--- config.mk ---
export PLATFORM = sky130hd
export DESIGN_NAME = batch_mul_engine
export DESIGN_NICKNAME = d
export VERILOG_FILES = /design/src/rtl/batch_mul_engine.sv
export SDC_FILE = /design/constraint.sdc
export NUM_CORES = 1
export LEC_CHECK = 0
export BUFFER_PORTS_ARGS = -buffer_cell sky130_fd_sc_hd__buf_2
export CELL_PAD_IN_SITES_DETAIL_PLACEMENT = 1
export CELL_PAD_IN_SITES_GLOBAL_PLACEMENT = 1
export CORE_ASPECT_RATIO = 0.5
export CORE_MARGIN = 8
export CORE_UTILIZATION = 52
export DETAILED_ROUTE_END_ITERATION = 6
export MAX_ROUTING_LAYER = met4
export PLACE_DENSITY = 0.95
export SLEW_MARGIN = 20
export SYNTH_ARGS = -nofsm -noshare
export SYNTH_HDL_FRONTEND = slang
export SYNTH_SLANG_ARGS = --single-unit
--- constraint.sdc ---
create_clock -name clk -period 8.6 [get_ports clk]
set_input_delay 1.29 -clock clk [delete_from_list [all_inputs] [get_ports clk]]
set_output_delay 1.29 -clock clk [all_outputs]
set_load 0.05 [all_outputs]
--- src/rtl/batch_mul_engine.sv ---
// batch_mul_engine: reads operand pairs from byte memory, multiplies them with a shift-add datapath and writes the products back.
module batch_mul_engine #(
    parameter int OP_BYTES  = 2,
    parameter int NUM_PAIRS = 16,
    parameter int SRC_BASE  = 0,
    parameter int DST_BASE  = 64,
    parameter int ADDR_W    = 8
) (
    input  logic              clk,
    input  logic              rst_n,
    input  logic              start,
    input  logic              sgn,
    output logic              done,
    output logic              busy,
    output logic [ADDR_W-1:0] mem_addr,
    input  logic [7:0]        mem_rd_data,
    output logic              mem_wr_en,
    output logic [7:0]        mem_wr_data
);
    localparam int W  = 8 * OP_BYTES;
    localparam int CW = $clog2(W) + 1;
    localparam int PW = $clog2(NUM_PAIRS) + 1;

    typedef enum logic [2:0] {IDLE, LOAD_A, LOAD_B, MUL, STORE, DONE} state_t;

    state_t          state_q, state_d;
    logic            start_q, start_d;
    logic            sgn_q, sgn_d;
    logic [PW-1:0]   pair_q, pair_d;
    logic [CW-1:0]   cnt_q, cnt_d;
    logic [W-1:0]    a_q, a_d;
    logic [W-1:0]    b_q, b_d;
    logic [2*W-1:0]  m_q, m_d;
    logic [2*W-1:0]  acc_q, acc_d;

    // state and datapath registers, cleared by the asynchronous reset
    always_ff @(posedge clk or negedge rst_n) begin
        if (!rst_n) begin
            state_q <= IDLE;
            start_q <= 1'b0;
            sgn_q   <= 1'b0;
            pair_q  <= '0;
            cnt_q   <= '0;
            a_q     <= '0;
            b_q     <= '0;
            m_q     <= '0;
            acc_q   <= '0;
        end else begin
            state_q <= state_d;
            start_q <= start_d;
            sgn_q   <= sgn_d;
            pair_q  <= pair_d;
            cnt_q   <= cnt_d;
            a_q     <= a_d;
            b_q     <= b_d;
            m_q     <= m_d;
            acc_q   <= acc_d;
        end
    end

    // next-state, datapath steps and memory interface; the multiplier MSB carries negative weight in signed mode
    always_comb begin
        state_d     = state_q;
        start_d     = start;
        sgn_d       = sgn_q;
        pair_d      = pair_q;
        cnt_d       = cnt_q;
        a_d         = a_q;
        b_d         = b_q;
        m_d         = m_q;
        acc_d       = acc_q;
        mem_addr    = '0;
        mem_wr_en   = 1'b0;
        mem_wr_data = '0;
        done        = state_q == DONE;
        busy        = state_q inside {LOAD_A, LOAD_B, MUL, STORE};
        case (state_q)
            IDLE: begin
                if (start_q && !start) begin
                    sgn_d   = sgn;
                    pair_d  = '0;
                    cnt_d   = '0;
                    state_d = LOAD_A;
                end
            end
            LOAD_A: begin
                mem_addr = ADDR_W'(SRC_BASE + OP_BYTES * (2 * int'(pair_q) + 1) + int'(cnt_q));
                a_d      = W'({a_q, mem_rd_data});
                cnt_d    = cnt_q + CW'(1);
                if (cnt_q == CW'(OP_BYTES - 1)) begin
                    cnt_d   = '0;
                    state_d = LOAD_B;
                end
            end
            LOAD_B: begin
                mem_addr = ADDR_W'(SRC_BASE + OP_BYTES * 2 * int'(pair_q) + int'(cnt_q));
                b_d      = W'({b_q, mem_rd_data});
                cnt_d    = cnt_q + CW'(1);
                if (cnt_q == CW'(OP_BYTES - 1)) begin
                    cnt_d   = '0;
                    m_d     = {{W{sgn_q & a_q[W-1]}}, a_q};
                    acc_d   = '0;
                    state_d = MUL;
                end
            end
            MUL: begin
                acc_d = !b_q[0] ? acc_q :
                        (sgn_q && cnt_q == CW'(W - 1)) ? acc_q - m_q : acc_q + m_q;
                m_d   = m_q << 1;
                b_d   = b_q >> 1;
                cnt_d = cnt_q + CW'(1);
                if (cnt_q == CW'(W - 1)) begin
                    cnt_d   = '0;
                    state_d = STORE;
                end
            end
            STORE: begin
                mem_addr    = ADDR_W'(DST_BASE + 2 * OP_BYTES * int'(pair_q) + int'(cnt_q));
                mem_wr_en   = 1'b1;
                mem_wr_data = acc_q[2*W-1 -: 8];
                acc_d       = acc_q << 8;
                cnt_d       = cnt_q + CW'(1);
                if (cnt_q == CW'(2 * OP_BYTES - 1)) begin
                    cnt_d   = '0;
                    pair_d  = pair_q + PW'(1);
                    state_d = (pair_q == PW'(NUM_PAIRS - 1)) ? DONE : LOAD_A;
                end
            end
            DONE: begin
                if (start) state_d = IDLE;
            end
            default: state_d = IDLE;
        endcase
        if (start && busy) state_d = IDLE;
    end
endmodule

* After elaboration in Yosys (flattened, before gate mapping)
Index checks and enable logic that the tools add are counted. Widths: inputs -> output; s select.
Operators by class: reductions and logical operators 17, mux-type cells 26, add/subtract/negate cells 9, bitwise gates (word level) 1, equality and inequality tests 19
Operators with widths (number):
- $mux 32 | 4
- $pmux 32 s3 | 1
- $pmux 32 s2 | 1
- $add 32x32->32 | 1
- $pmux 16 s2 | 1
- $sub 32x32->32 | 1
- $mux 5 | 5
- $mux 3 | 8
- $pmux 8 s3 | 1
- $pmux 5 s4 | 1
- $pmux 3 s6 | 1
- $add 8x5->8 | 2
- $ne 3x1->1 const B | 4
- $add 5x1->5 const B | 2
- $eq 5x4->1 const B | 2
- $pmux 5 s2 | 1
- $add 7x5->8 | 1
- $add 7x7->8 const A | 1
- $mux 8 | 1
- $reduce_bool 4->1 | 2
- $add 6x1->7 const B | 1
- $eq 3x2->1 const B | 2
- $eq 3x3->1 const B | 2
- $reduce_and 2->1 | 3
- other kinds (17) | 23
Storage, ports and cells: output and inout bits 19, bits in registers 111

* Logic depth before layout (Yosys ltp)
Gate-level depths: netlist of run 1.
depth in word-level cells 5, mapped depth 18

* Worst setup path before layout of run 1
Ideal clock, no wire load.
kind register to register, start reg m_q[10], end reg acc_q[31], stages on the path, launching flop included 16, arrival 3.953 ns, clock period less this slack 4.078 ns, setup time 0.125 ns, slack 4.522 ns, cell sequence dfrtp_1 > or4_4 > nor3_4 > nand2_1 > or3_4 > o21ai_0 > xor2_1 > ha_1 > a211oi_1 > nor2_1 > o41ai_1 > o221ai_1 > or3b_2 > o221ai_1 > mux2i_1 > nand2_1
On the way: cells in the longest elaborated chain, start to end 4, elaborated cells between the ends (all ways) 5, those cells by class add/sub: 2; mux: 3
RTL lines:
- from (decl) | RTL line 33 | logic [2*W-1:0] m_q, m_d;
- from (signal assigned) | RTL line 56 | m_q <= m_d;
- $add 32x32->32 or $sub 32x32->32 (tied branches) | RTL line 108 | (sgn_q && cnt_q == CW'(W - 1)) ? acc_q - m_q : acc_q + m_q;
- $mux 32 * | RTL line 108
- $mux 32 * | RTL line 107 | acc_d = !b_q[0] ? acc_q :
- $pmux 32 s3 * | RTL line 77 | case (state_q)
- to (signal assigned) | RTL line 47 | acc_q <= '0;
- to (signal assigned) | RTL line 57 | acc_q <= acc_d;
- to (decl) | RTL line 34 | logic [2*W-1:0] acc_q, acc_d;
Mark *: on every way between the ends. The rest lies on a longest branch, timed or not. The select of a mux whose other input is x is not followed. A chain may end at the register's enable or synchronous reset.

* Final worst setup path of run 1
start reg state_q[0], end out mem_addr[7]
On the way: cells in the longest elaborated chain, start to end 2, elaborated cells between the ends (all ways) 4, those cells by class eq/ne: 3; mux: 1
RTL lines:
- from (decl) | RTL line 26 | state_t state_q, state_d;
- from (signal assigned) | RTL line 49 | state_q <= state_d;
- $eq 3x3->1, or another cell as far along | RTL line 77
- $pmux 8 s3 * | RTL line 77
- to (decl) | RTL line 15 | output logic [ADDR_W-1:0] mem_addr,
Mark *: on every way between the ends. The rest lies on a longest branch, timed or not.

==> reports/metrics.yaml, run 1 <==
max_transition_margin: 0.2610
dpl-instance-area_um2: 7885
via_total_after_detailed_routing: 7498
hpwlAfterDp_mm: 17.98
cts_sinks: 111
cp.arrival_ns: 4.19
syn2layout_area_growth_pct: 7.898
worst-endpoint-required_ns: 7.31
syn_nets: 910
critical_path_class: "flop to output pin"
clock_latency_ns: 0.37
worst_path_most_repeated_cell: "sky130_fd_sc_hd__nand2_1"
path_clk_slew_ns: 0.08
numCtsBuffers: 9
transition_time_at_the_pin_with_the_least_slew_margin_ns: 1.106
antenna_found_initial: 0
finalCriticalPeriod_ns: 5.481
pin_count_of_the_biggest_net_entering_global_routing: 74
n_antenna_cell: 0
timing.setup.tns_ns: 0
final.setup_skew_ns: 0.01487
dominant_cells_by_area_after_synthesis: "sky130_fd_sc_hd__dfrtp_1 36%, sky130_fd_sc_hd__ha_1 6.7%, sky130_fd_sc_hd__a21oi_1 5.1%, sky130_fd_sc_hd__xor2_1 4.4%, sky130_fd_sc_hd__mux2i_1 4.1%"
synth.cell_area_um2: 7620
clk_path_buf_depth: 2
yosys_warnings: 0
setup_slack_placement_ns: 3.809
worst-path-max-fanout: 31
floorplan.initialDensity: 0.5295
global_route.overflow_total: 0
combined_global_route_utilization_of_all_metal_layers: 0.3164
crit_path_start_kind: "flop"
ant_nets: 0
dr.first_iter.drc_count: 1115
synth.yosys.seq_area_share: 0.3645
path_cells: "buf_4 -> nor2_1 -> nand2_1 -> inv_1 -> nand2_1 -> o22ai_1 -> buf_2"
crit_path_max_incr_delay_ns: 1.04
ys.flop_type: "sky130_fd_sc_hd__dfrtp_1"
grt_pass1_wl_mm: 46.22
num-nets-final: 909
vias_per_cell: 7.100
fmax_ghz: 0.1824
routabilityCongestion: 0.8940
complex_gate_fraction_of_the_synthesized_area: 0.2181
power_density_nw_per_um2: 381.6
largest_family_of_logic_cells_by_synthesized_area: "compound AO/OA/AOI/OAI gates"
synth_largest_type_area_fraction: 0.3645
synth.cells.most_frequent: "111 x sky130_fd_sc_hd__dfrtp_1, 82 x sky130_fd_sc_hd__nand2_1, 78 x sky130_fd_sc_hd__nor2_1"
worst_path_max_delay_cell: "sky130_fd_sc_hd__inv_1"
cts-root-buf: "sky130_fd_sc_hd__clkbuf_16"
post_cts.resized_instances: 0
mux_cell_area_share_after_synthesis: 0.06585
grt_pass1_vias: 7735
avgSynthCellArea_um2: 8.922
async_flop_share: 1.000
maxSlewViolCount: 0
fp.dieH_um: 101.6
postCtsSetupRepairBufs: 0
utilization: 0.5713
floorplan.core_area_um2: 14390
power.static_leakage_nw: 3.891
hold_violations: 0
synth_enable_flop_cells: 0
min-delay-path-class: "flop to flop"
cts_htree_levels: 3
rsz0062_at_grt: "false"
flip_flop_and_latch_count_after_synthesis: 111
ff_latch_area_um2: 2778
synth_xor_area_frac: 0.07816
max_capacitance_violation_count: 0
design.die.area_um2: 19020
synth.largest_area_cell: "sky130_fd_sc_hd__dfrtp_1"
chipWidth_um: 187.2
boundaryPins: 31
remaining_drc_errors: 0
numPortBuffers: 30
setup.worst_path.end_class: "output pin"
setup_ws_ns: 3.119
cts.hold.buffers_added: 0
detail_route.wirelength_mm: 29.24
yosys.area_share.simple: 0.1621
peakVddDrop_mv: 0.1578
routed_wire_length_per_instance_um: 27.69
drive_gt1_frac: 0.1061
cts_tree: "done"
post_synth_fa_ha_maj_area_fraction: 0.07521
final-setup-viol-count: 0
nFillCells: 1628
yosysUniqueCellTypes: 65
area_of_the_multi_input_gates_um2: 4581
status: "complete, no violations"
fin_crit_sh: 0.6374
drt_pre_antenna_iters: 7
postSynthCellCount: 854
final_area_um2: 8222
yosys.cell_count.top_type: "sky130_fd_sc_hd__dfrtp_1"
core.rowCount: 31
worst max-delay path: cells and delay by family, from the launching register on:
family,cells,cell delay (ns)
compound gates,1,0.18
simple gates,3,1.64
flops,1,0.39
buf+inv,3,1.61
final timing paths:
kind	cells after the start	from	slack, ns	to
max	7	state_q[0]	3.12	mem_addr[7]
min	1	a_q[13]	0.54	a_q[13]
max reg2reg	17	m_q[0]	3.63	acc_q[31]
min reg2reg	1	a_q[13]	0.54	a_q[13]
max in group asynchronous	2	rst_n	6.31	m_q[18]
min in group asynchronous	1	rst_n	0.90	pair_q[4]
metal layers:
layer / up-vias / global-route usage / part of all wire
li1: 3085 / - / -
met1: 3753 / 0.3891 / 0.41
met2: 530 / 0.4924 / 0.45
met3: 130 / 0.07182 / 0.094
met4: 0 / 0.1540 / 0.045
met5: - / - / 0
registers in the layout, indices dropped and copies added (netlist names):
| name | cells |
|---|---|
| sgn_q | 1 |
| acc_q | 32 |
| start_q | 1 |
| state_q | 3 |
| b_q | 16 |
| pair_q | 5 |
| a_q | 16 |
| m_q | 32 |
| cnt_q | 5 |
metrics by stage:
step	hold slack (ns)	power [mW]	instances
after floorplan	0.4385	1.998	854
after global placement	0.4644	2.317	1040
after detailed placement	0.4790	2.454	1040
after CTS	0.5442	3.051	1056
after global routing	0.5698	3.252	1056
final	0.5446	3.138	1056
layout make-up:
cell class / count / share of cell area
Inverter: 22 / 0.01004
Timing Repair Buffer: 37 / 0.02496
Clock buffer: 9 / 0.02739
Multi-Input combinational cell: 672 / 0.5571
Sequential cell: 111 / 0.3378
Clock inverter: 7 / 0.01248
Tap cell: 198 / 0.03013
kinds of logic (layout without fill, tap and decap cells):
| family | Yosys count | in the layout |
|---|---|---|
| adders and majority gates | 44 | 44 |
| buffers and inverters | 71 | 75 |
| muxes | 48 | 48 |
| and+or+nand+nor | 257 | 257 |
| AOI/OAI and AO/OA | 255 | 255 |
| xor gates and xnor gates | 68 | 68 |
| DFF | 111 | 111 |
cell usage in the layout, fill, tap and decap left out, types with 16 or more instances in the layout:
cell | synthesis | final
sky130_fd_sc_hd__o21ai_0 | 59 | 59
sky130_fd_sc_hd__nand2_1 | 82 | 82
sky130_fd_sc_hd__nor2_1 | 78 | 76
sky130_fd_sc_hd__xnor2_1 | 30 | 30
sky130_fd_sc_hd__inv_1 | 21 | 21
sky130_fd_sc_hd__mux2i_1 | 31 | 31
sky130_fd_sc_hd__buf_2 | 4 | 29
sky130_fd_sc_hd__a21o_1 | 17 | 17
sky130_fd_sc_hd__ha_1 | 41 | 41
sky130_fd_sc_hd__a21oi_1 | 77 | 77
sky130_fd_sc_hd__a221o_1 | 16 | 16
sky130_fd_sc_hd__xor2_1 | 38 | 38
sky130_fd_sc_hd__dfrtp_1 | 111 | 111
sky130_fd_sc_hd__and3_1 | 20 | 20
sky130_fd_sc_hd__mux2_2 | 17 | 17
report_power, final:
part	switching [mW]	leakage [nW]	total [mW]	internal, mW
clock network	0.227	0.157	0.487	0.260
logic	1.07	2.34	1.65	0.585
registers	0.282	1.40	0.997	0.714
(Power assumes the default switching activity.)
==> run 2, diff against run 1 <==
Settings changed: CORE_UTILIZATION 52 to 49, PLACE_DENSITY 0.95 to 0.92.
Clock period 8.6 ns to 5.6 ns, I/O delays scaled along.
==> run 2 against run 1 <==
The flow now finishes with violations (DRC); clock power grew 47%; sequential share of layout area shrank 0.22 points; first-iteration DRC count decreased by 36%; design area grew 0.67%; count of clock-buffer cells in the layout did not move; largest power group unchanged.
==> reports/metrics.yaml, run 2 (synthesis results as in run 1) <==
chipWidth_um: 192.4
drive_gt1_frac: 0.1100
routed_wire_length_per_instance_um: 25.00
post_cts.resized_instances: 0
crit_path_max_incr_delay_ns: 0.55
hold_ws_ns: 0.3506
finalCriticalPeriod_ns: 5.149
remaining_drc_errors: 7
max_transition_margin: 0.2943
final.setup_skew_ns: 0.01687
fin_crit_sh: 0.9195
pin_count_of_the_biggest_net_entering_global_routing: 77
path_buf_inv: 0
vias_per_cell: 6.643
core.rowCount: 32
layout_top_registers: "acc_q x32, m_q x32"
dr.first_iter.drc_count: 715
drt_pre_antenna_iters: 7
failed_checks: "DRC"
global_route.overflow_total: 0
power.static_leakage_nw: 3.924
floorplan.core_area_um2: 15290
n_antenna_cell: 0
design.die.area_um2: 20040
cts_htree_levels: 3
detail_route.wirelength_mm: 26.70
layout.cells.most_common_list: "111 x sky130_fd_sc_hd__dfrtp_1, 82 x sky130_fd_sc_hd__nand2_1, 77 x sky130_fd_sc_hd__nor2_1, 77 x sky130_fd_sc_hd__a21oi_1, 59 x sky130_fd_sc_hd__o21ai_0"
cts-root-buf: "sky130_fd_sc_hd__clkbuf_16"
numPortBuffers: 30
rsz0062_at_grt: "false"
transition_time_at_the_pin_with_the_least_slew_margin_ns: 1.049
cts_tree: "done"
combined_global_route_utilization_of_all_metal_layers: 0.2636
critical_path_class: "flop to flop"
worst_path_max_delay_cell: "sky130_fd_sc_hd__o41ai_1"
worst-path-max-fanout: 7
syn2layout_area_growth_pct: 8.621
num-nets-final: 915
final-setup-viol-count: 0
cts_sinks: 111
cts.hold.buffers_added: 0
routabilityCongestion: 0.9243
crit_path_start_kind: "flop"
boundaryPins: 31
grt_pass1_wl_mm: 41.28
area_of_the_multi_input_gates_um2: 4572
cp.arrival_ns: 5.40
timing.setup.tns_ns: 0
numCtsBuffers: 9
max_capacitance_violation_count: 0
path_clk_slew_ns: 0.09
mostFrequentLayoutCell: "sky130_fd_sc_hd__dfrtp_1"
fmax_ghz: 0.1942
ant_nets: 0
hpwlAfterDp_mm: 17.80
min-delay-path-class: "input port to asynchronous set/reset pin"
setup.worst_path.end_class: "flop"
floorplan.initialDensity: 0.4982
grt_pass1_vias: 7378
fp.dieH_um: 104.2
worst-endpoint-required_ns: 5.85
critPathTopFamily: "simple AND/OR/NAND/NOR gates"
nFillCells: 1774
peakVddDrop_mv: 0.2320
status: "finished with violations"
power_density_nw_per_um2: 563.0
via_total_after_detailed_routing: 7095
antenna_found_initial: 0
hold_violations: 0
clock_latency_ns: 0.38
maxSlewViolCount: 0
clk_path_buf_depth: 2
postCtsSetupRepairBufs: 0
ff_latch_area_um2: 2778
path_cells: "or3_1 -> nor3_2 -> nand2_1 -> or3_4 -> o21ai_0 -> xor2_1 -> ha_1 -> a211oi_1 -> nor2_1 -> o41ai_1 -> o221ai_1 -> or3b_2 -> o221ai_1 -> mux2i_1 -> nand2_1"
## run 2: layout make-up
| class | instances | share of cell area |
|---|---|---|
| inverters | 22 | 0.009977 |
| well taps | 204 | 0.03084 |
| clock buffers | 9 | 0.02721 |
| flip-flops and latches | 111 | 0.3356 |
| clock inverters | 7 | 0.01134 |
| repair buffers | 43 | 0.03265 |
| multi-input cells | 672 | 0.5524 |
## run 2: worst paths after layout
kind | startpoint | endpoint | slack [ns] | cells past startpoint
min reg2reg | acc_q[6] | acc_q[6] | 0.53 | 2
max in group asynchronous | rst_n | m_q[18] | 4.41 | 2
max reg2reg | m_q[4] | acc_q[31] | 0.45 | 15
min in group clk | acc_q[6] | acc_q[6] | 0.53 | 2
min | rst_n | pair_q[2] | 0.35 | 1
max | m_q[4] | acc_q[31] | 0.45 | 15
## run 2: power breakdown
part | total, mW | switching, mW | internal (mW)
logic | 2.43 | 1.53 | 0.898
registers | 1.51 | 0.416 | 1.10
clock network | 0.714 | 0.382 | 0.332
## run 2: layer usage
layer / up-vias / global-route usage / wire length (µm)
li1: 3113 / - / -
met1: 3557 / 0.3474 / 11600
met2: 333 / 0.3993 / 12070
met3: 92 / 0.04685 / 2035
met4: 0 / 0.09978 / 990
met5: - / - / 0
## run 2: stage by stage
step	cell area [µm²]	instances	util	power [mW]	setup slack [ns]
2_1_floorplan	7620	854	-	3.068	1.522
3_3_place_gp	7930	1051	0.5185	3.570	1.159
3_5_place_dp	7930	1051	0.5185	3.760	0.8345
4_1_cts	8249	1067	0.5393	4.539	0.6831
5_1_grt	8277	1068	0.5411	4.888	0.1198
6_report	8277	1068	0.5411	4.660	0.4506
==> run 3, diff against run 2 <==
Settings changed: ABC_AREA from default to 1, CORE_UTILIZATION 49 to 47, CTS_BUF_LIST from default to sky130_fd_sc_hd__clkbuf_2, PLACE_DENSITY 0.92 to 0.94.
==> run 3 against run 2 <==
The run now ends clean; largest cell class unchanged; synthesized cell count increased by 42%; combinational power increased by 62%; cell count increased by 37%; clock skew increased by 0.058 ns; power increased by 27%; core utilization decreased by 3.5 points; critical endpoint is now acc_q[26]; first-iteration DRC count decreased by 11%; count of clock-buffer cells in the layout unchanged; register-to-register slack improved by 0.93 ns; via count increased by 18%; fmax increased by 22%.
==> reports/metrics.yaml, run 3 <==
crit_path_max_incr_delay_ns: 0.57
power.static_leakage_nw: 4.630
routed_wire_length_per_instance_um: 18.75
ys.flop_type: "sky130_fd_sc_hd__dfrtp_1"
flip_flop_and_latch_count_after_synthesis: 111
async_flop_share: 1.000
total_power_mw: 5.896
worst-path-max-fanout: 14
synth.largest_area_cell: "sky130_fd_sc_hd__dfrtp_1"
design.die.area_um2: 22400
rsz0062_at_grt: "false"
layout.cells.non_filler: 1466
cp.arrival_ns: 4.88
worst-endpoint-required_ns: 6.26
power_frac_seq: 0.258
critical_path_class: "flop to flop"
maxSlewViolCount: 0
status: "complete, no violations"
floorplan.core_area_um2: 17310
worst_path_max_delay_cell: "sky130_fd_sc_hd__dfrtp_1"
dr.first_iter.drc_count: 634
avgSynthCellArea_um2: 6.834
cts_tree: "done"
timing.setup.tns_ns: 0
hold_violations: 0
syn_nets: 1269
global_route.overflow_total: 0
combined_global_route_utilization_of_all_metal_layers: 0.2595
fmax_ghz: 0.2370
synth.cell_area_um2: 8289
combPwrFrac: 0.668
floorplan.initialDensity: 0.4788
post_cts.resized_instances: 0
final.setup_skew_ns: 0.07462
path_clk_slew_ns: 0.42
pin_count_of_the_biggest_net_entering_global_routing: 64
yosys_warnings: 0
finalCriticalPeriod_ns: 4.220
via_total_after_detailed_routing: 8353
synth.cells.most_frequent: "334 x sky130_fd_sc_hd__nand2_1, 178 x sky130_fd_sc_hd__inv_1, 126 x sky130_fd_sc_hd__nor2_1"
clock_latency_ns: 0.71
transition_time_at_the_pin_with_the_least_slew_margin_ns: 0.8755
power.switching_fraction: 0.5839
yosysUniqueCellTypes: 46
min-delay-path-class: "input port to asynchronous set/reset pin"
final-setup-viol-count: 0
routabilityCongestion: 0.9376
synth_enable_flop_cells: 0
cts-root-buf: "sky130_fd_sc_hd__clkbuf_2"
setup.worst_path.end_class: "flop"
syn2layout_area_growth_pct: 5.691
clk_path_buf_depth: 2
num-nets-final: 1282
power_density_nw_per_um2: 672.9
netSwitchingPower_mw: 3.443
path_cells: "ha_1 -> inv_1 -> nor3_1 -> ha_1 -> nand2_1 -> buf_4 -> inv_1 -> nor2_1 -> xor2_1 -> ha_1 -> a21oi_1 -> nand2_1 -> a21oi_1 -> nor2_1 -> nor2_1 -> nand2_1 -> nand2_1 -> nand3_1 -> a21oi_1"
synth.yosys.seq_area_share: 0.3351
cell_internal_pwr_mw: 2.453
core.rowCount: 34
cts_sinks: 111
cts_htree_levels: 3
layout_top_registers: "acc_q x32, m_q x32"
placed_cells_incl_taps: 1449
worst_path_most_repeated_cell: "sky130_fd_sc_hd__nand2_1"
mostFrequentLayoutCell: "sky130_fd_sc_hd__nand2_1"
numCtsBuffers: 9
drt_pre_antenna_iters: 5
chipWidth_um: 203.8
boundaryPins: 31
dominant_cells_by_area_after_synthesis: "sky130_fd_sc_hd__dfrtp_1 34%, sky130_fd_sc_hd__nand2_1 15%, sky130_fd_sc_hd__inv_1 8.1%, sky130_fd_sc_hd__a21oi_1 6.3%, sky130_fd_sc_hd__ha_1 6.2%"
synth_largest_type_area_fraction: 0.3351
numPortBuffers: 30
crit_path_start_kind: "flop"
peakVddDrop_mv: 0.2991
detail_route.wirelength_mm: 27.49
fp.dieH_um: 109.9
antenna_found_initial: 1
cts.hold.buffers_added: 0
hpwlAfterDp_mm: 21.14
remaining_drc_errors: 0
fin_crit_sh: 0.7535
layout.cells.most_common_list: "334 x sky130_fd_sc_hd__nand2_1, 178 x sky130_fd_sc_hd__inv_1, 125 x sky130_fd_sc_hd__nor2_1"
drive_gt1_frac: 0.05930
max_transition_margin: 0.4149
nFillCells: 2350
ant_nets: 0
vias_per_cell: 5.698
yosys.cell_count.top_type: "sky130_fd_sc_hd__nand2_1"
grt_pass1_vias: 8990
max_capacitance_violation_count: 0
postCtsSetupRepairBufs: 0
postSynthCellCount: 1213
clkPwrFrac: 0.074
grt_pass1_wl_mm: 45.46
run 3: cell count changes after synthesis, moves of 16 or more:
cell	before	now
sky130_fd_sc_hd__a21oi_1	77	104
sky130_fd_sc_hd__a221o_1	16	0
sky130_fd_sc_hd__and3_1	20	1
sky130_fd_sc_hd__clkbuf_1	41	9
sky130_fd_sc_hd__inv_1	21	178
sky130_fd_sc_hd__mux2_2	17	1
sky130_fd_sc_hd__mux2i_1	31	0
sky130_fd_sc_hd__nand2_1	82	334
sky130_fd_sc_hd__nand3_1	15	56
sky130_fd_sc_hd__nor2_1	78	126
sky130_fd_sc_hd__o211ai_1	4	21
sky130_fd_sc_hd__o221ai_1	2	20
sky130_fd_sc_hd__xnor2_1	30	6
run 3: final cells by class:
class,count,area (µm²),area share
Antenna cell,1,2.502,0.0002856
Multi-Input combinational cell,885,4657,0.5316
Timing Repair Buffer,36,197.7,0.02257
Clock inverter,7,98.84,0.01128
Clock buffer,9,45.04,0.005141
Sequential cell,111,2778,0.3171
Tap cell,234,292.8,0.03342
Inverter,183,689.4,0.07869
run 3: path summary, 6_finish.rpt:
path | cells after the start | to | start | slack [ns]
setup / recovery | 19 | acc_q[26] | cnt_q[1] | 1.38
hold / removal | 1 | b_q[2] | rst_n | 0.07
setup reg to reg | 19 | acc_q[26] | cnt_q[1] | 1.38
hold reg to reg | 2 | b_q[9] | b_q[10] | 0.53
max in group asynchronous | 2 | m_q[27] | rst_n | 4.15
min in group clk | 1 | start_q | start | 0.24
run 3: power by group through the flow:
stage	sequential, mW	combinational (mW)	clock (mW)
floorplan	1.40	2.88	0
global placement	1.50	3.62	0
detailed placement	1.53	3.86	0
CTS	1.51	3.89	0.433
global route	1.56	4.37	0.465
finish	1.52	3.94	0.433
run 3: cells by family after synthesis:
kind of cell / Yosys count / synth area share
simple gates: 567 / 0.2854
compound gates: 235 / 0.1654
flops: 111 / 0.3351
fa+ha+maj: 44 / 0.06913
buf+inv: 217 / 0.1034
mux: 1 / 0.001358
xor+xnor: 38 / 0.04015
run 3: metrics by stage:
| stage | cell area, µm² | util | hold WS [ns] | worst slack (ns) |
|---|---|---|---|---|
| final | 8761 | 0.5060 | 0.07023 | 1.380 |
| after global routing | 8761 | 0.5060 | 0.05063 | 1.000 |
| after CTS | 8758 | 0.5059 | 0.07971 | 1.452 |
| after detailed placement | 8615 | 0.4975 | 0.4769 | 1.477 |
| after global placement | 8615 | 0.4975 | 0.4652 | 1.748 |
| after floorplan | 8289 | - | 0.4494 | 2.341 |
run 3: worst max-delay path: cells and delay by family (launching register included):
kind,cells,cell delay (ns)
buffers and inverters,3,0.64
adder cells (fa/ha/maj),3,0.84
flip-flops,1,0.57
AO/OA/AOI/OAI,3,0.71
XOR/XNOR,1,0.27
AND/OR/NAND/NOR,9,1.15
run 3: routing by layer:
metal,vias up,track usage,share of wire
met5,-,-,0
met4,0,0.09213,0.026
met3,56,0.04324,0.050
met2,216,0.4371,0.48
met1,4110,0.3152,0.45
li1,3971,-,-
